--- src/rtl/uart_tx_param.sv ---
// Parametrised UART transmitter: start bit, DATA_W data bits LSB first, optional parity,
// one or two stop bits, each held for prescale+1 clocks. Frame settings are captured on accept.
module uart_tx_param #(
    parameter int unsigned DATA_W     = 8,
    parameter int unsigned PRESCALE_W = 8
) (
    input  logic                  CLK,
    input  logic                  RST,
    input  logic [DATA_W-1:0]     P_DATA,
    input  logic                  Data_Valid,
    input  logic                  PAR_EN,
    input  logic                  PAR_TYP,
    input  logic                  STOP2,
    input  logic [PRESCALE_W-1:0] prescale,
    output logic                  TX_OUT,
    output logic                  busy,
    output logic                  frame_done
);

    localparam int unsigned BitW = (DATA_W > 1) ? $clog2(DATA_W) : 1;
    localparam logic [BitW-1:0] LastBit = BitW'(DATA_W - 1);

    typedef enum logic [2:0] {
        StIdle   = 3'd0,
        StStart  = 3'd1,
        StData   = 3'd2,
        StParity = 3'd3,
        StStop   = 3'd4
    } state_e;

    state_e                  state_q;
    logic [PRESCALE_W-1:0]   cnt_q;
    logic [BitW-1:0]         bit_idx_q;
    logic                    stop_idx_q;
    logic [DATA_W-1:0]       data_q;
    logic                    par_en_q;
    logic                    par_typ_q;
    logic                    stop2_q;
    logic [PRESCALE_W-1:0]   prescale_q;

    logic                    bit_end;
    logic [BitW-1:0]         next_idx;
    logic                    parity_bit;

    always_comb begin
        bit_end    = (cnt_q == '0);
        next_idx   = bit_idx_q + 1'b1;
        parity_bit = (^data_q) ^ par_typ_q;
    end

    always_ff @(posedge CLK or negedge RST) begin
        if (!RST) begin
            state_q    <= StIdle;
            cnt_q      <= '0;
            bit_idx_q  <= '0;
            stop_idx_q <= 1'b0;
            data_q     <= '0;
            par_en_q   <= 1'b0;
            par_typ_q  <= 1'b0;
            stop2_q    <= 1'b0;
            prescale_q <= '0;
            TX_OUT     <= 1'b1;
            busy       <= 1'b0;
            frame_done <= 1'b0;
        end else begin
            frame_done <= 1'b0;
            case (state_q)
                StIdle: begin
                    TX_OUT <= 1'b1;
                    busy   <= 1'b0;
                    if (Data_Valid) begin
                        data_q     <= P_DATA;
                        par_en_q   <= PAR_EN;
                        par_typ_q  <= PAR_TYP;
                        stop2_q    <= STOP2;
                        prescale_q <= prescale;
                        cnt_q      <= prescale;
                        bit_idx_q  <= '0;
                        stop_idx_q <= 1'b0;
                        state_q    <= StStart;
                        TX_OUT     <= 1'b0;
                        busy       <= 1'b1;
                    end
                end
                StStart: begin
                    if (!bit_end) begin
                        cnt_q <= cnt_q - 1'b1;
                    end else begin
                        cnt_q     <= prescale_q;
                        bit_idx_q <= '0;
                        TX_OUT    <= data_q[0];
                        state_q   <= StData;
                    end
                end
                StData: begin
                    if (!bit_end) begin
                        cnt_q <= cnt_q - 1'b1;
                    end else begin
                        cnt_q <= prescale_q;
                        if (bit_idx_q == LastBit) begin
                            bit_idx_q <= '0;
                            if (par_en_q) begin
                                TX_OUT  <= parity_bit;
                                state_q <= StParity;
                            end else begin
                                TX_OUT     <= 1'b1;
                                stop_idx_q <= 1'b0;
                                state_q    <= StStop;
                            end
                        end else begin
                            bit_idx_q <= next_idx;
                            TX_OUT    <= data_q[next_idx];
                        end
                    end
                end
                StParity: begin
                    if (!bit_end) begin
                        cnt_q <= cnt_q - 1'b1;
                    end else begin
                        cnt_q      <= prescale_q;
                        TX_OUT     <= 1'b1;
                        stop_idx_q <= 1'b0;
                        state_q    <= StStop;
                    end
                end
                StStop: begin
                    TX_OUT <= 1'b1;
                    if (!bit_end) begin
                        cnt_q <= cnt_q - 1'b1;
                    end else if (stop2_q && !stop_idx_q) begin
                        cnt_q      <= prescale_q;
                        stop_idx_q <= 1'b1;
                    end else begin
                        // Frame complete: pulse done and free the transmitter in the same edge.
                        cnt_q      <= '0;
                        stop_idx_q <= 1'b0;
                        busy       <= 1'b0;
                        frame_done <= 1'b1;
                        state_q    <= StIdle;
                    end
                end
                default: begin
                    state_q    <= StIdle;
                    cnt_q      <= '0;
                    bit_idx_q  <= '0;
                    stop_idx_q <= 1'b0;
                    TX_OUT     <= 1'b1;
                    busy       <= 1'b0;
                end
            endcase
        end
    end

endmodule

--- config.mk ---
export PLATFORM = sky130hd
export DESIGN_NAME = uart_tx_param
export DESIGN_NICKNAME = d
export VERILOG_FILES = /design/src/rtl/uart_tx_param.sv
export SDC_FILE = /design/constraint.sdc
export NUM_CORES = 1
export LEC_CHECK = 0
export BUFFER_PORTS_ARGS = -buffer_cell sky130_fd_sc_hd__clkbuf_2
export CAP_MARGIN = 20
export CORE_ASPECT_RATIO = 1.2
export CORE_MARGIN = 2
export CORE_UTILIZATION = 50
export DETAILED_ROUTE_END_ITERATION = 12
export PLACE_DENSITY_LB_ADDON = 0.25
export SYNTH_ARGS = -nofsm -noshare
export SYNTH_HDL_FRONTEND = slang
export SYNTH_SLANG_ARGS = --single-unit
--- constraint.sdc ---
create_clock -name CLK -period 2.55 [get_ports CLK]
set_input_delay 0.51 -clock CLK [delete_from_list [all_inputs] [get_ports CLK]]
set_output_delay 0.51 -clock CLK [all_outputs]
set_load 0.005 [all_outputs]
==> flow_metrics.py, run 1 <==
metrics = {
    "run_status": {
        "status": "finished clean",
    },
    "layout": {
        "syn2layout_area_growth_pct": 15.2,
        "num-fill-cells": 346,
        "nNetsFinal": 234,
        "drive_above_1_share_pct": 30.6,
        "n_antenna_cell": 0,
    },
    "clocking": {
        "cts.htree.levels": 2,
        "insertion_delay_ps": 290,
        "ctsResizeCount": 0,
        "cts.hold.buffers_added": 0,
        "cts_tree": "done",
        "clockBufferDepth": 2,
        "cts_root_buf": "clkbuf_8",
        "numCtsBuffers": 5,
        "clk_pin_slew_ps": 70,
        "cts_sinks": 37,
        "cts_setup_buffers": 0,
    },
    "route": {
        "wl_per_cell_um": 15.9,
        "dr.pass1.iters": 5,
        "drc": 0,
        "wl_mm": 4.18,
        "ant_nets": 0,
        "route.vias.total": 1473,
        "drt_iter0_markers": 61,
        "vias_per_cell": 5.60,
    },
    "sta": {
        "fin_ws_ps": 359,
        "finalCritPeriodShare_pct": 85.9,
        "fmax_mhz": 456,
        "setup_viol": 0,
        "slew_headroom_pct": 39.6,
        "finalMaxSlewViolations": 0,
        "worst_slew_pin_slew_ps": 907,
        "min_period_ps": 2190,
        "skew_ps": 6.70,
        "fin_tns_setup_ps": 0,
        "rsz0062_at_grt": "false",
        "hold_violations": 0,
    },
    "synthesis": {
        "syn-num-nets": 208,
        "synth_warnings": 0,
        "synth_edf_count": 0,
        "synth_top_cells_by_area": "dfrtp_1 (45%), mux2_2 (11%), mux2i_1 (7.0%), xnor2_1 (3.9%), nor2_1 (3.6%)",
        "syn_area_um2": 2010,
        "synthArstFlopShare_pct": 100,
        "synthDistinctLibCells": 42,
        "synth.top_cell.area_share_pct": 44.9,
        "post_synth.cell_area_avg_um2": 11.0,
        "synth.yosys.seq_area_share_pct": 46.2,
        "synth_top_cell_by_area": "dfrtp_1",
        "yosysMostFrequentCell": "dfrtp_1",
        "ys_ff_latch": 37,
        "syn_inst": 182,
        "ys_top_cells_by_count": "dfrtp_1 (36), mux2_2 (19), nor2_1 (19)",
        "synth_ff_type": "dfrtp_1",
    },
    "floorplan": {
        "std_cell_rows": 25,
        "fp.dieW_um": 61.8,
        "dieArea_um2": 4540,
        "core_um2": 3910,
        "io_pins": 25,
        "dieHeight_um": 73.4,
        "initial_core_util_pct": 51.3,
    },
    "worst_setup_path": {
        "endpoint": "cnt_q[0]",
        "path_buf_inv": 0,
        "cp_cell_sequence": "or4_1 > nor3b_2 > a21oi_1 > nor2_4 > o22ai_1",
        "crit_cells": 5,
        "ff2ff_path_depth": 5,
        "crit_arrival_ps": 2340,
        "end_kind": "register",
        "ff2ff_setup_slack_ps": 360,
        "crit_path_start": "cnt_q[4]",
        "crit_slowest_cell": "or4_1",
        "worstPathRequired_ps": 2700,
        "cp_slowest_stage_delay_ps": 640,
        "start_kind": "register",
        "path_max_fanout": 8,
        "r2r_start": "cnt_q[4]",
        "path_class": "register to register",
        "crit_family": "simple AND/OR/NAND/NOR gates",
        "rr_endpoint": "cnt_q[0]",
    },
    "placed_design": {
        "hpwl_mm": 3.02,
        "place_ws_ps": 372,
        "io_buffers": 24,
        "gp_congestion": 0.868,
    },
    "worst_hold_path": {
        "hp-class": "input pin to asynchronous set/reset pin",
    },
    "global_routing": {
        "antenna_found_initial": 0,
        "grt_max_degree": 38,
        "grt_first_pass_wirelength_mm": 7.06,
        "overflow": 0,
        "grt_use_total_pct": 21.6,
        "grt_pass1_vias": 1503,
    },
    "power": {
        "p_leak_nw": 1.00,
        "peakVddDrop_mv": 0.734,
        "p_per_area_nw_per_um2": 1160,
    },
    "flow_run": {
        "maxCapViolations": 0,
    },
}
[cell usage in the layout, fill, tap and decap left out, types with 3 or more instances in the layout]
cell and count:
nor3_1 3, nand2_1 7, clkbuf_8 6, dfrtp_1 36
mux2i_1 14, clkbuf_2 24, mux2_2 19, nor2_1 19
o22ai_1 9, xnor2_1 9, o21ai_0 6, a21oi_1 12
buf_4 4, inv_1 4, ha_1 4
[through the flow]
stage                     total power, mW  hold slack, ps  util (%)  instances  cell area [µm²]
after floorplan                      1.90             214         -        182             2010
after global placement               2.10             494      56.1        255             2190
after detailed placement             2.16             500      56.1        255             2190
after CTS                            2.70             368      59.1        263             2310
after global routing                 2.88             402      59.1        263             2310
final                                2.68             335      59.1        263             2310
[layer usage]
layer  track usage, %  part of all wire (%)  vias up
li1                 -                     -      705
met1             27.8                    45      728
met2             34.3                    49       33
met3             5.28                   3.2        7
met4             8.75                   2.0        0
met5                0                     0        -
[sequential cells by signal (all words and copies together) (netlist names)]
register    cells
TX_OUT          1
stop_idx_q      1
prescale_q      8
par_typ_q       1
data_q          8
busy            1
frame_done      1
stop2_q         1
cnt_q           8
par_en_q        1
bit_idx_q       3
state_q         3
[cell families after synthesis]
group	Yosys count	share of synthesized area [%]
simple gates	45	11.7
fa+ha+maj	4	2.50
mux	35	19.5
buf+inv	14	3.24
flops	37	46.2
compound gates	36	11.4
xor+xnor	11	5.49
[worst min path at each step]
stage | startpoint | endpoint | cells past startpoint
floorplan | RST | bit_idx_q[0] | 0
detailed placement | prescale_q[2] | prescale_q[2] | 1
global placement | prescale_q[0] | prescale_q[0] | 1
CTS | RST | stop2_q | 1
finish | RST | stop2_q | 1
global route | RST | stop2_q | 1
[layout make-up]
type	instances	area, µm²	share of cell area (%)
inverter	4	15.0	0.650
multi-input combinational	131	1010	43.9
tap	54	67.6	2.93
clock inverter	1	30.0	1.30
timing repair buffer	29	170	7.37
clock buffer	7	86.3	3.74
sequential	37	927	40.1
[where the power goes]
group | internal [mW] | total, mW | leakage [nW] | switching (mW)
combinational | 0.604 | 1.05 | 0.494 | 0.450
sequential | 0.849 | 1.10 | 0.449 | 0.251
clock | 0.319 | 0.526 | 0.0585 | 0.207
(Power assumes the default switching activity.)
==> run 2, diff against run 1 <==
--- a/config.mk
+++ b/config.mk
@@ -11,7 +11,7 @@
 export CORE_MARGIN = 2
 export CORE_UTILIZATION = 50
 export DETAILED_ROUTE_END_ITERATION = 12
-export PLACE_DENSITY_LB_ADDON = 0.25
+export PLACE_DENSITY = 0.66
 export SYNTH_ARGS = -nofsm -noshare
 export SYNTH_HDL_FRONTEND = slang
 export SYNTH_SLANG_ARGS = --single-unit
==> run 2 against run 1 <==
  * Global-route usage down 2.3 points
  * Sequential share of layout area is 0.17 points lower
  * Via count fell by 2.1%
  * Register-to-register slack is essentially flat
  * Clock-buffer cell count fell by 2
  * Largest cell class unchanged
  * Largest power group unchanged
  * Highest routed layer unchanged
==> flow_metrics.py, run 2 (synthesized netlist as in run 1, its figures left out) <==
metrics = {
    "run_status": {
        "status": "finished clean",
    },
    "layout": {
        "n_antenna_cell": 0,
        "final_cell_mix": "dfrtp_1 (36), clkbuf_2 (24), nor2_1 (19), mux2_2 (19), mux2i_1 (14)",
        "syn2layout_area_growth_pct": 15.7,
        "drive_above_1_share_pct": 30.8,
        "finalNonFillerCells": 262,
        "design_area_um2": 2320,
        "nNetsFinal": 233,
        "layout_commonest_cell": "dfrtp_1",
        "reg.largest.list": "cnt_q: 8 flops, data_q: 8 flops, prescale_q: 8 flops",
        "num-fill-cells": 337,
        "postLayoutCoreUtil_pct": 59.3,
    },
    "worst_setup_path": {
        "worstPathRequired_ps": 2710,
        "ff2ff_path_depth": 6,
        "cp_cell_sequence": "or4_1 > nor3b_2 > buf_4 > nor2_1 > o221ai_1 > o31ai_1",
        "crit_slowest_cell": "or4_1",
        "start_kind": "register",
        "path_max_fanout": 12,
        "crit_arrival_ps": 2360,
        "end_kind": "register",
        "cp_slowest_stage_delay_ps": 640,
        "path_class": "register to register",
    },
    "route": {
        "route.vias.total": 1442,
        "drc": 0,
        "ant_nets": 0,
        "vias_per_cell": 5.50,
        "wl_mm": 3.83,
        "drt_iter0_markers": 83,
        "wl_per_cell_um": 14.6,
        "dr.pass1.iters": 4,
    },
    "clocking": {
        "insertion_delay_ps": 280,
        "cts_sinks": 37,
        "numCtsBuffers": 5,
        "clk_pin_slew_ps": 70,
        "cts_root_buf": "clkbuf_8",
        "cts.hold.buffers_added": 0,
        "ctsResizeCount": 0,
        "cts_setup_buffers": 0,
        "cts.htree.levels": 2,
        "cts_tree": "done",
        "clockBufferDepth": 2,
    },
    "floorplan": {
        "dieArea_um2": 4540,
        "std_cell_rows": 25,
        "fp.dieW_um": 61.8,
        "core_um2": 3910,
        "initial_core_util_pct": 51.3,
        "dieHeight_um": 73.4,
        "io_pins": 25,
    },
    "sta": {
        "skew_ps": 3.62,
        "min_period_ps": 2190,
        "slew_headroom_pct": 39.5,
        "finalCritPeriodShare_pct": 86.0,
        "fmax_mhz": 456,
        "rsz0062_at_grt": "false",
        "finalMaxSlewViolations": 0,
        "setup_viol": 0,
        "fin_tns_setup_ps": 0,
        "worst_slew_pin_slew_ps": 907,
        "hold_violations": 0,
    },
    "placed_design": {
        "dp_cells": 254,
        "hpwl_mm": 2.74,
        "io_buffers": 24,
        "dpl_cell_area_um2": 2190,
        "gp_congestion": 0.835,
    },
    "global_routing": {
        "grt_use_total_pct": 19.3,
        "grt_first_pass_wirelength_mm": 6.52,
        "grt_max_degree": 38,
        "overflow": 0,
        "grt_pass1_vias": 1404,
        "antenna_found_initial": 0,
    },
    "power": {
        "p_per_area_nw_per_um2": 1170,
        "total_power_mw": 2.72,
        "p_leak_nw": 1.01,
        "peakVddDrop_mv": 0.668,
    },
    "flow_run": {
        "maxCapViolations": 0,
    },
    "worst_hold_path": {
        "hp-class": "input pin to asynchronous set/reset pin",
    },
}
-- run 2: changes by cell type in the layout (fill, tap and decap cells not counted) --
cell	delta
clkbuf_1	-1
bufinv_16	+1
buf_4	-1
clkinv_2	+1
clkbuf_8	-1
-- run 2: final timing paths --
check                                end  slack, ps     startpoint
setup / recovery              stop_idx_q        360       cnt_q[4]
hold / removal                  cnt_q[7]        350            RST
setup reg to reg              stop_idx_q        360       cnt_q[4]
hold reg to reg            prescale_q[3]        520  prescale_q[3]
max in group asynchronous   bit_idx_q[0]       1650            RST
min in group CLK                par_en_q        450         PAR_EN
-- run 2: cell type report --
class                           count  area, µm²  share of cell area, %
Inverter                            4       15.0                  0.647
Timing Repair Buffer               28        163                   7.01
Tap cell                           54       67.6                   2.91
Clock buffer                        5       68.8                   2.97
Clock inverter                      3       65.1                   2.80
Multi-Input combinational cell    131       1010                   43.7
Sequential cell                    37        927                   40.0
-- run 2: layer usage --
metal / global-route usage (%) / up-vias / wire length [µm] / share of wire (%)
met2: 29.8 / 30 / 1830 / 48
li1: - / 700 / - / -
met1: 26.9 / 708 / 1840 / 48
met3: 3.70 / 4 / 120 / 3.1
met4: 6.62 / 0 / 44 / 1.1
met5: 0 / - / 0 / 0
-- run 2: stage by stage --
| stage | hold slack, ps | setup slack, ps |
|---|---|---|
| after floorplan | 214 | 482 |
| after global placement | 492 | 427 |
| after detailed placement | 501 | 386 |
| after CTS | 379 | 346 |
| after global routing | 420 | 214 |
| final | 345 | 356 |
-- run 2: worst max-delay path: cells and delay by family (launching register included) --
| kind | cells | cell delay, ps |
|---|---|---|
| buf+inv | 1 | 270 |
| compound gates | 2 | 280 |
| flops | 1 | 410 |
| simple gates | 3 | 1120 |
-- run 2: power by group --
group	switching (mW)	internal (mW)
registers	0.238	0.848
logic	0.436	0.603
clock network	0.209	0.389
total	0.884	1.84
